==> src/rtl/uart_tx_arbiter.sv <==
// rtl/uart_tx_arbiter.sv - round-robin arbiter sharing one UART transmitter among NUM_REQ sources
// Optional feature macro: UART_TX_ARB_OVERRUN_EN (sticky per-channel overrun flags, cleared by overrun_clr)
module uart_tx_arbiter #(
    parameter int NUM_REQ = 4,
    parameter int DATA_W  = 8
) (
    input  logic                      clk,
    input  logic                      rst,
    input  logic [NUM_REQ-1:0]        req_pulse,
    input  logic [NUM_REQ*DATA_W-1:0] req_data,
    input  logic                      tx_done,
`ifdef UART_TX_ARB_OVERRUN_EN
    input  logic                      overrun_clr,
    output logic [NUM_REQ-1:0]        overrun,
`endif
    output logic                      tx_start,
    output logic [DATA_W-1:0]         tx_data,
    output logic [NUM_REQ-1:0]        grant,
    output logic [NUM_REQ-1:0]        pending,
    output logic                      busy
);
    localparam int PTR_W = $clog2(NUM_REQ);

    typedef enum logic [1:0] {S_IDLE, S_START, S_WAIT} state_t;

    state_t             state_q, state_d;
    logic [PTR_W-1:0]   ptr_q, ptr_d;
    logic [PTR_W-1:0]   sel_q, sel_d;
    logic [NUM_REQ-1:0] grant_q, grant_d;
    logic [NUM_REQ-1:0] pending_q, pending_d;
    logic [DATA_W-1:0]  data_q [NUM_REQ];
    logic [DATA_W-1:0]  data_d [NUM_REQ];
    logic [DATA_W-1:0]  tx_data_q, tx_data_d;
    logic               tx_start_q, tx_start_d;
    logic               busy_q, busy_d;

    logic               pick_vld;
    logic [PTR_W-1:0]   pick_idx;
    logic [PTR_W-1:0]   scan_idx;
    logic               granting;

    // Search upward from the channel after the last one served, wrapping at NUM_REQ.
    always_comb begin
        pick_vld = 1'b0;
        pick_idx = '0;
        scan_idx = '0;
        for (int k = 1; k <= NUM_REQ; k++) begin
            scan_idx = PTR_W'((int'(ptr_q) + k) % NUM_REQ);
            if (!pick_vld && pending_q[scan_idx]) begin
                pick_vld = 1'b1;
                pick_idx = scan_idx;
            end
        end
    end

    assign granting = (state_q == S_IDLE) && pick_vld;

    always_comb begin
        state_d    = state_q;
        ptr_d      = ptr_q;
        sel_d      = sel_q;
        grant_d    = grant_q;
        pending_d  = pending_q;
        tx_data_d  = tx_data_q;
        tx_start_d = 1'b0;
        data_d     = data_q;
        case (state_q)
            S_IDLE: begin
                if (granting) begin
                    sel_d                = pick_idx;
                    grant_d              = NUM_REQ'(1) << pick_idx;
                    tx_data_d            = data_q[pick_idx];
                    pending_d[pick_idx]  = 1'b0;
                    state_d              = S_START;
                end
            end
            S_START: begin
                tx_start_d = 1'b1;
                state_d    = S_WAIT;
            end
            S_WAIT: begin
                if (tx_done) begin
                    ptr_d   = sel_q;
                    grant_d = '0;
                    state_d = S_IDLE;
                end
            end
            default: state_d = S_IDLE;
        endcase
        // Capture runs after the grant so a same-cycle pulse re-arms the granted channel.
        for (int i = 0; i < NUM_REQ; i++) begin
            if (req_pulse[i]) begin
                pending_d[i] = 1'b1;
                data_d[i]    = req_data[i*DATA_W +: DATA_W];
            end
        end
        busy_d = (state_d != S_IDLE);
    end

    always_ff @(posedge clk or negedge rst) begin
        if (!rst) begin
            state_q    <= S_IDLE;
            ptr_q      <= PTR_W'(NUM_REQ - 1);
            sel_q      <= '0;
            grant_q    <= '0;
            pending_q  <= '0;
            data_q     <= '{default: '0};
            tx_data_q  <= '0;
            tx_start_q <= 1'b0;
            busy_q     <= 1'b0;
        end else begin
            state_q    <= state_d;
            ptr_q      <= ptr_d;
            sel_q      <= sel_d;
            grant_q    <= grant_d;
            pending_q  <= pending_d;
            data_q     <= data_d;
            tx_data_q  <= tx_data_d;
            tx_start_q <= tx_start_d;
            busy_q     <= busy_d;
        end
    end

`ifdef UART_TX_ARB_OVERRUN_EN
    logic [NUM_REQ-1:0] overrun_q, overrun_d;

    always_comb begin
        overrun_d = overrun_clr ? '0 : overrun_q;
        for (int i = 0; i < NUM_REQ; i++) begin
            if (req_pulse[i] && pending_q[i] && !(granting && pick_idx == PTR_W'(i))) begin
                overrun_d[i] = 1'b1;
            end
        end
    end

    always_ff @(posedge clk or negedge rst) begin
        if (!rst) begin
            overrun_q <= '0;
        end else begin
            overrun_q <= overrun_d;
        end
    end

    assign overrun = overrun_q;
`endif

    assign tx_start = tx_start_q;
    assign tx_data  = tx_data_q;
    assign grant    = grant_q;
    assign pending  = pending_q;
    assign busy     = busy_q;

endmodule
==> config.mk <==
export PLATFORM = sky130hd
export DESIGN_NAME = uart_tx_arbiter
export DESIGN_NICKNAME = d
export VERILOG_FILES = /design/src/rtl/uart_tx_arbiter.sv
export SDC_FILE = /design/constraint.sdc
export NUM_CORES = 1
export LEC_CHECK = 0
export CAP_MARGIN = 10
export CELL_PAD_IN_SITES_DETAIL_PLACEMENT = 1
export CELL_PAD_IN_SITES_GLOBAL_PLACEMENT = 1
export CORE_MARGIN = 5
export CORE_UTILIZATION = 44
export CTS_BUF_LIST = sky130_fd_sc_hd__clkbuf_4 sky130_fd_sc_hd__clkbuf_8
export DETAILED_ROUTE_END_ITERATION = 10
export PLACE_DENSITY_LB_ADDON = 0.1
export SLEW_MARGIN = 20
export SYNTH_ARGS = -nofsm -noshare
export SYNTH_HDL_FRONTEND = slang
export SYNTH_SLANG_ARGS = --single-unit
==> constraint.sdc <==
create_clock -name clk -period 3 [get_ports clk]
set_input_delay 0.6 -clock clk [delete_from_list [all_inputs] [get_ports clk]]
set_output_delay 0.6 -clock clk [all_outputs]
set_load 0.005 [all_outputs]
# Word level (Yosys, flattened, before mapping)
# Cells that the tools add are included.
totals:
  ff_bits: 56
  input_bits: 39
  output_inout_bits: 18
  word_cells: 94
classes:
  add_sub_neg: 4
  magnitude_cmp: 7
  eq_ne: 4
  n_shift: 1
  muxes: 34
  bitwise: 3
  reduce_logical: 26
ops:
  columns: ["cell", "count"]
  rows:
  - ["2-bit nonzero test", 10]
  - ["8-bit binary-select mux with 2-bit select", 1]
  - ["4-bit two-way mux", 4]
  - ["8-bit two-way mux", 2]
  - ["2-bit by 3-bit < comparator with 1-bit output, second input constant", 5]
  - ["1-bit two-way mux", 14]
  - ["2-bit two-way mux", 6]
  - ["2-bit AND reduction", 6]
  - ["1-bit binary-select mux with 2-bit select", 4]
  - ["4-bit case mux with 2 select lines", 1]
  - ["2-bit case mux with 3 select lines", 1]
  - ["1-bit logical AND", 5]
  - ["2-bit by 1-bit adder with 2-bit output, second input constant", 2]
  - ["2-bit adder, second input constant", 2]
  - ["4-bit AND", 1]
  - ["2-bit != test, second input constant", 2]
  - ["4-bit NOT", 1]
  - ["1-bit by 2-bit left shift with 4-bit output, first input constant", 1]
  - ["3-bit >= comparator, second input constant", 1]
  - ["1-bit logical NOT", 3]
  - ["2-bit NOT with 3-bit output", 1]
  - ["3-bit AND reduction", 1]
  - ["1-bit demux with 2-bit select", 1]
  - ["2-bit by 1-bit equality test with 1-bit output, second input constant", 1]
  - ["3 further kinds", 3]

# Depth between registers and ports, before layout
# Gate-level depths: netlist (run 1).
depth:
  word_depth: 22
  ltp_mapped: 7
  mapped_depth_nobuf: 6

# Worst setup path before layout (run 1)
# Ideal clock, no wire load.
synth_path:
  path_type: "flip-flop to flip-flop"
  start: "register pending_q[1], in the netlist pending[1]"
  end: "register tx_data_q[4], in the netlist tx_data[4]"
  setup_time_ps: 120
  arrival_ps: 1595
  t_required_ps: 2880
  setup_slack_ps: 1285
  path_stages_with_launch: 7
  n_path_buf: 1
  period_less_slack_ps: 1715
  path_cell_list: "dfrtp_1 nor2_1 a211o_4 or2_4 buf_6 a211o_1 o211a_1"
synth_between:
  elab_chain_cells: 16
  word_cells_on_any_way: 28
  cone_classes: "19 x mux; 1 x bitwise; 8 x reduce/logical"
synth_lines:
  columns: ["item", "line", "rtl"]
  rows:
  - ["from (decl)", "30", "logic [NUM_REQ-1:0] pending_q, pending_d;"]
  - ["from (signal assigned)", "116", "pending_q <= pending_d;"]
  - ["1-bit binary-select mux with 2-bit select", "49", "if (!pick_vld && pending_q[scan_idx]) begin"]
  - ["1-bit two-way mux (implied by the code)", "49", null]
  - ["1-bit two-way mux", "49", null]
  - ["1-bit logical NOT", "49", null]
  - ["1-bit logical AND", "49", null]
  - ["1-bit two-way mux", "49", null]
  - ["1-bit logical NOT", "49", null]
  - ["1-bit logical AND", "49", null]
  - ["1-bit two-way mux", "49", null]
  - ["1-bit logical NOT", "49", null]
  - ["1-bit logical AND", "49", null]
  - ["2-bit two-way mux", "49", null]
  - ["2-bit NOT with 3-bit output (implied by the code)", "72", "tx_data_d = data_q[pick_idx];"]
  - ["8-bit binary-select mux with 2-bit select", "72", null]
  - ["8-bit two-way mux (implied by the code) (2 in series)", "72", null]
  - ["to (signal assigned)", "118", "tx_data_q <= tx_data_d;"]
  - ["to (decl)", "33", "logic [DATA_W-1:0] tx_data_q, tx_data_d;"]
# Parallel ways exist; a longest one is shown, timed or not. The select of a mux whose other input is x is not followed.
# A chain may end at the register's enable or synchronous reset.

# Final worst setup path (run 1)
layout_path:
  start: "register pending_q[3], in the netlist pending[3]"
  end: "register tx_data_q[1], in the netlist tx_data[1]"
# Same word-level chain as after synthesis.

==> metrics.csv, run 1 <==
stage;metric;value;unit
run_status;status;finished clean;
sta;RSZ-0062 raised after global routing;no;
setup_path;R2R setup slack;0.72;ns
setup_path;endpoint type of the worst setup path;register;
sta;FMAX;439;MHz
cts;Post-CTS Setup Inserts;0;
die;# IOs;57;
global_routing;vias in the first global route;1977;
drt;WL per Instance;19.0;microns
die;number of cell rows;27;
drt;drc violations;0;
sta;Setup TNS Final;0;ns
cts;post_cts resized;0;
setup_path;Worst Path Arrival;2.48;ns
yosys;Synth warnings;0;
global_routing;global route overflow;0;
place;hpwl dp;4680;microns
place;Cells after DPL;315;
cts;CTS buffer count;5;
layout;antenna cells;0;
sta;worst rel slew slack;0.523;
layout;# fillers;574;
setup_path;CP required;3.20;ns
drt;post-DR vias/cell;5.49;
die;Die Ht;84.8;microns
setup_path;critical path class;reg2reg;
layout;multi-input logic area;988;sq um
global_routing;antenna violations before repair;0;
power_and_ir_drop;VDD IR max;0.000384;V
yosys;Syn Area/Cell;12.6;sq um
drt;vias;1772;
setup_path;R2R Path End;tx_data[1]$_DFFE_PN0P_;
cts;CTS Sinks;56;
die;Die ar.;0.00720;sq mm
setup_path;crit-path max FO;18;
place;PortBufs;56;
sta;Worst-Margin Slew;0.715;ns
sta;Final Hold Vio Count;0;
yosys;distinct cell type count after synthesis;28;
die;Die Wd;84.8;microns
layout;share of layout cells above drive strength 1;0.207;
run;MaxCap Viol Count;0;
sta;Worst Hold Slack;0.332;ns
layout;Seq. cell area;0.00140;sq mm
drt;Routed Antenna Nets;0;
global_routing;global-route wire length before repair;10000;microns
power_and_ir_drop;Design Power;2.85;mW
yosys;count leader, synth;dfrtp_1;
yosys;Cell Area, Synth;0.00246;sq mm
sta;period utilisation layout;0.759;
cts;H-Tree Depth;2;
cts;CTS tree;done;
yosys;synthesis-stage register bit count;56;
worst_hold_path;worst min-delay path class;in2async;
yosys;Syn Nets;234;
cts;Reg clk slew, reported paths;0.09;ns
setup_path;Reg2Reg Depth;5;
yosys;Async SR Flop Fraction;1.00;
cts;clock root buffer;clkbuf_8;
power_and_ir_drop;leak pwr;1.32;nW
global_routing;GRT Overall Usage;0.179;
die;Core Region;0.00547;sq mm
yosys;Synth top cells by count;dfrtp_1 (54), mux2_2 (30), a211o_1 (16), o21ai_0 (13);
yosys;share of the synthesized area in the top cell type;0.548;
sta;Final setup viols;0;
yosys;Area contributors post-synth;dfrtp_1 (55%), mux2_2 (14%), a211o_1 (5.7%), and4_1 (4.3%), o211a_1 (3.2%);
yosys;Post-synth top flop;dfrtp_1;
yosys;area leader, netlist;dfrtp_1;
cts;CTS Buffer Depth;2;
sta;Max Transition Viols Final;0;
sta;crit path time final;2.28;ns
yosys;register area share after synthesis;0.570;
yosys;EDFF count, synth;0;
setup_path;CP Launch Type;register;
die;Initial Util;0.450;
sta;Clock Skews;0.00433;ns
layout;Syn-to-layout area delta;29.1;%
cts;hold_buf cts;0;
global_routing;pin count of the biggest net entering global routing;33;
layout;Non-Filler Instances;323;
yosys;Syn Inst Count;195;
drt;first-pass iteration count of the detailed router;4;
setup_path;worst r2r src;pending[3]$_DFFE_PN0P_;
layout;nets@finish;289;
cts;Skew-Pair Late Insertion Delay;0.31;ns
drt;total routed wirelength;6140;microns
power_and_ir_drop;power per cell area;894;mW/mm^2
drt;initial drt markers;60;
place;gpl congestion;0.821;
[worst max-delay path, stage by stage (launching register included)]
cell and delay [ns]:
dfrtp_1 0.45, nor2b_1 0.18, o21ai_2 0.58, nand3_2 0.44, a211o_1 0.40, o211a_1 0.13
[routing by layer]
layer / vias up / global-route usage / part of all wire
met5: - / 0 / 0
met3: 8 / 0.0437 / 0.047
met1: 890 / 0.216 / 0.41
li1: 827 / - / -
met2: 47 / 0.319 / 0.53
met4: 0 / 0.0475 / 0.012
[per-stage QoR]
stage          worst slack (ns)  cell area (sq um)  utilization
3_3_place_gp              0.912               3080        0.564
6_report                  0.723               3180        0.581
3_5_place_dp              0.833               3080        0.564
4_1_cts                   0.812               3180        0.581
2_1_floorplan              1.28               2460            -
5_1_grt                   0.600               3180        0.581
[cells by family after synthesis]
logic type / Yosys count / share of synthesized area
muxes: 30 / 0.137
DFF: 56 / 0.570
buffers and inverters: 17 / 0.0294
AOI/OAI and AO/OA: 46 / 0.146
and+or+nand+nor: 46 / 0.118
[layout by cell type, fill, tap and decap left out]
| cell type | count |
|---|---|
| clkdlybuf4s50_1 | 55 |
| dfrtp_1 | 54 |
| mux2_2 | 30 |
| a211o_1 | 16 |
| o21ai_0 | 13 |
| nand2_1 | 12 |
| and4_1 | 12 |
| o211a_1 | 8 |
| clkbuf_8 | 6 |
| nor2b_1 | 5 |
| nand2b_1 | 5 |
| inv_1 | 5 |
| a31oi_1 | 4 |
| nor2_1 | 3 |
| buf_4 | 3 |
| or2_2 | 2 |
| o21ai_2 | 2 |
| clkbuf_4 | 2 |
| dfstp_2 | 2 |
| nor3b_1 | 1 |
| a211o_4 | 1 |
| clkinv_2 | 1 |
| o21ai_1 | 1 |
| nand3_2 | 1 |
| or3b_1 | 1 |
| o311ai_1 | 1 |
| and3_1 | 1 |
| or2_4 | 1 |
| nand3b_1 | 1 |
| and2_1 | 1 |
| buf_2 | 1 |
[power breakdown]
part           switching, mW  internal (mW)  leakage [nW]
Sequential             0.153          0.969         0.649
Clock                  0.234          0.207        0.0523
Combinational          0.637          0.646         0.623
[worst max-delay path by stage]
stage                     slack [ns]                      to                    from
after floorplan                 1.28  tx_data[4]$_DFFE_PN0P_  pending[1]$_DFFE_PN0P_
after global placement          0.91  tx_data[1]$_DFFE_PN0P_    ptr_q[0]$_DFFE_PN1P_
after detailed placement        0.83  tx_data[1]$_DFFE_PN0P_  pending[3]$_DFFE_PN0P_
after CTS                       0.81  tx_data[1]$_DFFE_PN0P_  pending[3]$_DFFE_PN0P_
after global routing            0.60  tx_data[1]$_DFFE_PN0P_  pending[3]$_DFFE_PN0P_
final                           0.72  tx_data[1]$_DFFE_PN0P_  pending[3]$_DFFE_PN0P_
[flip-flops by register name (all words and copies together) (netlist names)]
name / flops
busy: 1
ptr_q: 2
state_q: 2
data_q: 32
grant: 4
tx_start: 1
tx_data: 8
pending: 4
sel_q: 2
[layout make-up]
| cell class | instances | area share |
|---|---|---|
| tap | 72 | 0.0283 |
| clock buffer | 8 | 0.0307 |
| inverter | 6 | 0.00747 |
| sequential | 56 | 0.441 |
| timing repair buffer | 59 | 0.182 |
| multi-input combinational | 122 | 0.311 |
No activity file was read; power rests on OpenSTA's default activity.
==> run 2, diff against run 1 <==
CORE_UTILIZATION = 37   (was 44)
clock period = 2 ns   (was 3 ns; I/O delays follow)
==> metrics.csv, run 2 (synthesis results as in run 1) <==
stage;metric;value;unit
layout;max reg flops;32;
power_and_ir_drop;Flop pwr share;0.387;
drt;Routed Antenna Nets;0;
setup_path;CP required;2.21;ns
power_and_ir_drop;leak pwr;1.35;nW
cts;CTS Buffer Depth;2;
sta;Clock Skews;0.00983;ns
place;PortBufs;56;
cts;Post-CTS Setup Inserts;0;
drt;WL per Instance;18.5;microns
setup_path;Worst Path Arrival;2.05;ns
layout;share of the core filled with cells;0.505;
drt;drc violations;0;
cts;Skew-Pair Late Insertion Delay;0.31;ns
setup_path;CP delay by family, top;compound AO/OA/AOI/OAI gates;
sta;Final setup viols;0;
sta;FMAX;542;MHz
die;Die Wd;91.6;microns
drt;total routed wirelength;6190;microns
setup_path;Worst path slowest cell;dfrtp_1;
cts;CTS Sinks;56;
sta;crit path time final;1.84;ns
cts;clock root buffer;clkbuf_8;
power_and_ir_drop;VDD IR max;0.000489;V
setup_path;crit-path max FO;16;
setup_path;CP cell instances;nor2b_1, o21ai_2, nand3_2, a211o_1, o211a_1;
power_and_ir_drop;sw power;1.59;mW
cts;CTS tree;done;
die;# IOs;57;
run;MaxCap Viol Count;0;
global_routing;GRT Overall Usage;0.157;
drt;vias;1771;
layout;nets@finish;295;
global_routing;vias in the first global route;1995;
global_routing;global route overflow;0;
sta;period utilisation layout;0.922;
place;hpwl dp;4680;microns
drt;initial drt markers;64;
power_and_ir_drop;Sw Share;0.365;
sta;Max Transition Viols Final;0;
die;Die Ht;91.6;microns
layout;# fillers;672;
worst_hold_path;worst min-delay path class;in2async;
layout;share of layout cells above drive strength 1;0.230;
global_routing;global-route wire length before repair;10400;microns
layout;Seq. cell area;0.00140;sq mm
sta;worst rel slew slack;0.695;
layout;antenna cells;0;
layout;commonest non-fill, non-tap cell in the layout;clkdlybuf4s50_1;
sta;RSZ-0062 raised after global routing;no;
cts;CTS buffer count;5;
cts;Reg clk slew, reported paths;0.10;ns
sta;Setup TNS Final;0;ns
global_routing;pin count of the biggest net entering global routing;41;
place;gpl congestion;0.766;
sta;Worst-Margin Slew;0.456;ns
power_and_ir_drop;power per cell area;1340;mW/mm^2
layout;most frequent cells in the layout;clkdlybuf4s50_1 (55), dfrtp_1 (54), mux2_2 (30);
setup_path;critical path class;reg2reg;
layout;Syn-to-layout area delta;31.5;%
drt;post-DR vias/cell;5.30;
layout;Largest Register;data_q;
die;Initial Util;0.384;
setup_path;Worst path max stage delay;0.46;ns
cts;hold_buf cts;0;
cts;H-Tree Depth;2;
setup_path;CP Launch Type;register;
die;number of cell rows;29;
die;Die ar.;0.00839;sq mm
run_status;status;finished clean;
global_routing;antenna violations before repair;0;
setup_path;WP buf/inv;0;
power_and_ir_drop;Pint;2.77;mW
power_and_ir_drop;Clk pwr share;0.143;
drt;first-pass iteration count of the detailed router;4;
power_and_ir_drop;Logic pwr share;0.469;
sta;Final Hold Vio Count;0;
setup_path;endpoint type of the worst setup path;register;
die;Core Region;0.00642;sq mm
layout;multi-input logic area;991;sq um
==> run 2: repair_timing <==
action,4_1_cts,5_1_grt
hold endpoints to repair,0,0
endpoints found under the setup margin,0,8
resized for setup,0,1
==> run 2: worst paths after layout <==
kind	start	to	slack (ns)	cells past startpoint
worst max-delay path	pending[1]$_DFFE_PN0P_	tx_data[6]$_DFFE_PN0P_	0.16	5
worst min-delay path	rst	busy$_DFF_PN0_	0.006	1
worst max register to register	pending[1]$_DFFE_PN0P_	tx_data[6]$_DFFE_PN0P_	0.16	5
worst min register to register	sel_q[1]$_DFFE_PN0P_	sel_q[1]$_DFFE_PN0P_	0.50	2
max in group asynchronous	rst	ptr_q[1]$_DFFE_PN1P_	1.39	2
min in group clk	sel_q[1]$_DFFE_PN0P_	sel_q[1]$_DFFE_PN0P_	0.50	2
==> run 2: power groups by stage <==
stage          clock network, mW  registers [mW]  logic (mW)
2_1_floorplan                  0            1.65        1.22
3_3_place_gp                   0            1.71        2.02
3_5_place_dp                   0            1.72        2.05
4_1_cts                    0.653            1.70        2.06
5_1_grt                    0.704            1.74        2.26
6_report                   0.624            1.69        2.04
==> run 2: metal layers <==
metal / GRT usage / wire, microns / vias up
met1: 0.216 / 2860 / 885
met5: 0 / 0 / -
li1: - / - / 833
met4: 0.0415 / 93 / 0
met3: 0.0360 / 263 / 8
met2: 0.249 / 2980 / 45
==> run 2: cell type report <==
type / count / share of cell area
tap: 77 / 0.0297
sequential: 56 / 0.433
inverter: 6 / 0.00734
clock buffer: 5 / 0.0212
timing repair buffer: 65 / 0.196
multi-input combinational: 122 / 0.306
clock inverter: 3 / 0.00656
==> run 2: stage by stage <==
stage	total power, mW	instances	setup WS, ns	instance area (sq um)	hold slack (ns)
3_5_place_dp	3.77	326	0.0947	3150	0.359
4_1_cts	4.41	334	0.0846	3240	0.00988
6_report	4.36	334	0.156	3240	0.00588
5_1_grt	4.70	334	0.0491	3240	0.00594
2_1_floorplan	2.87	195	0.285	2460	0.104
3_3_place_gp	3.73	326	0.153	3150	0.358
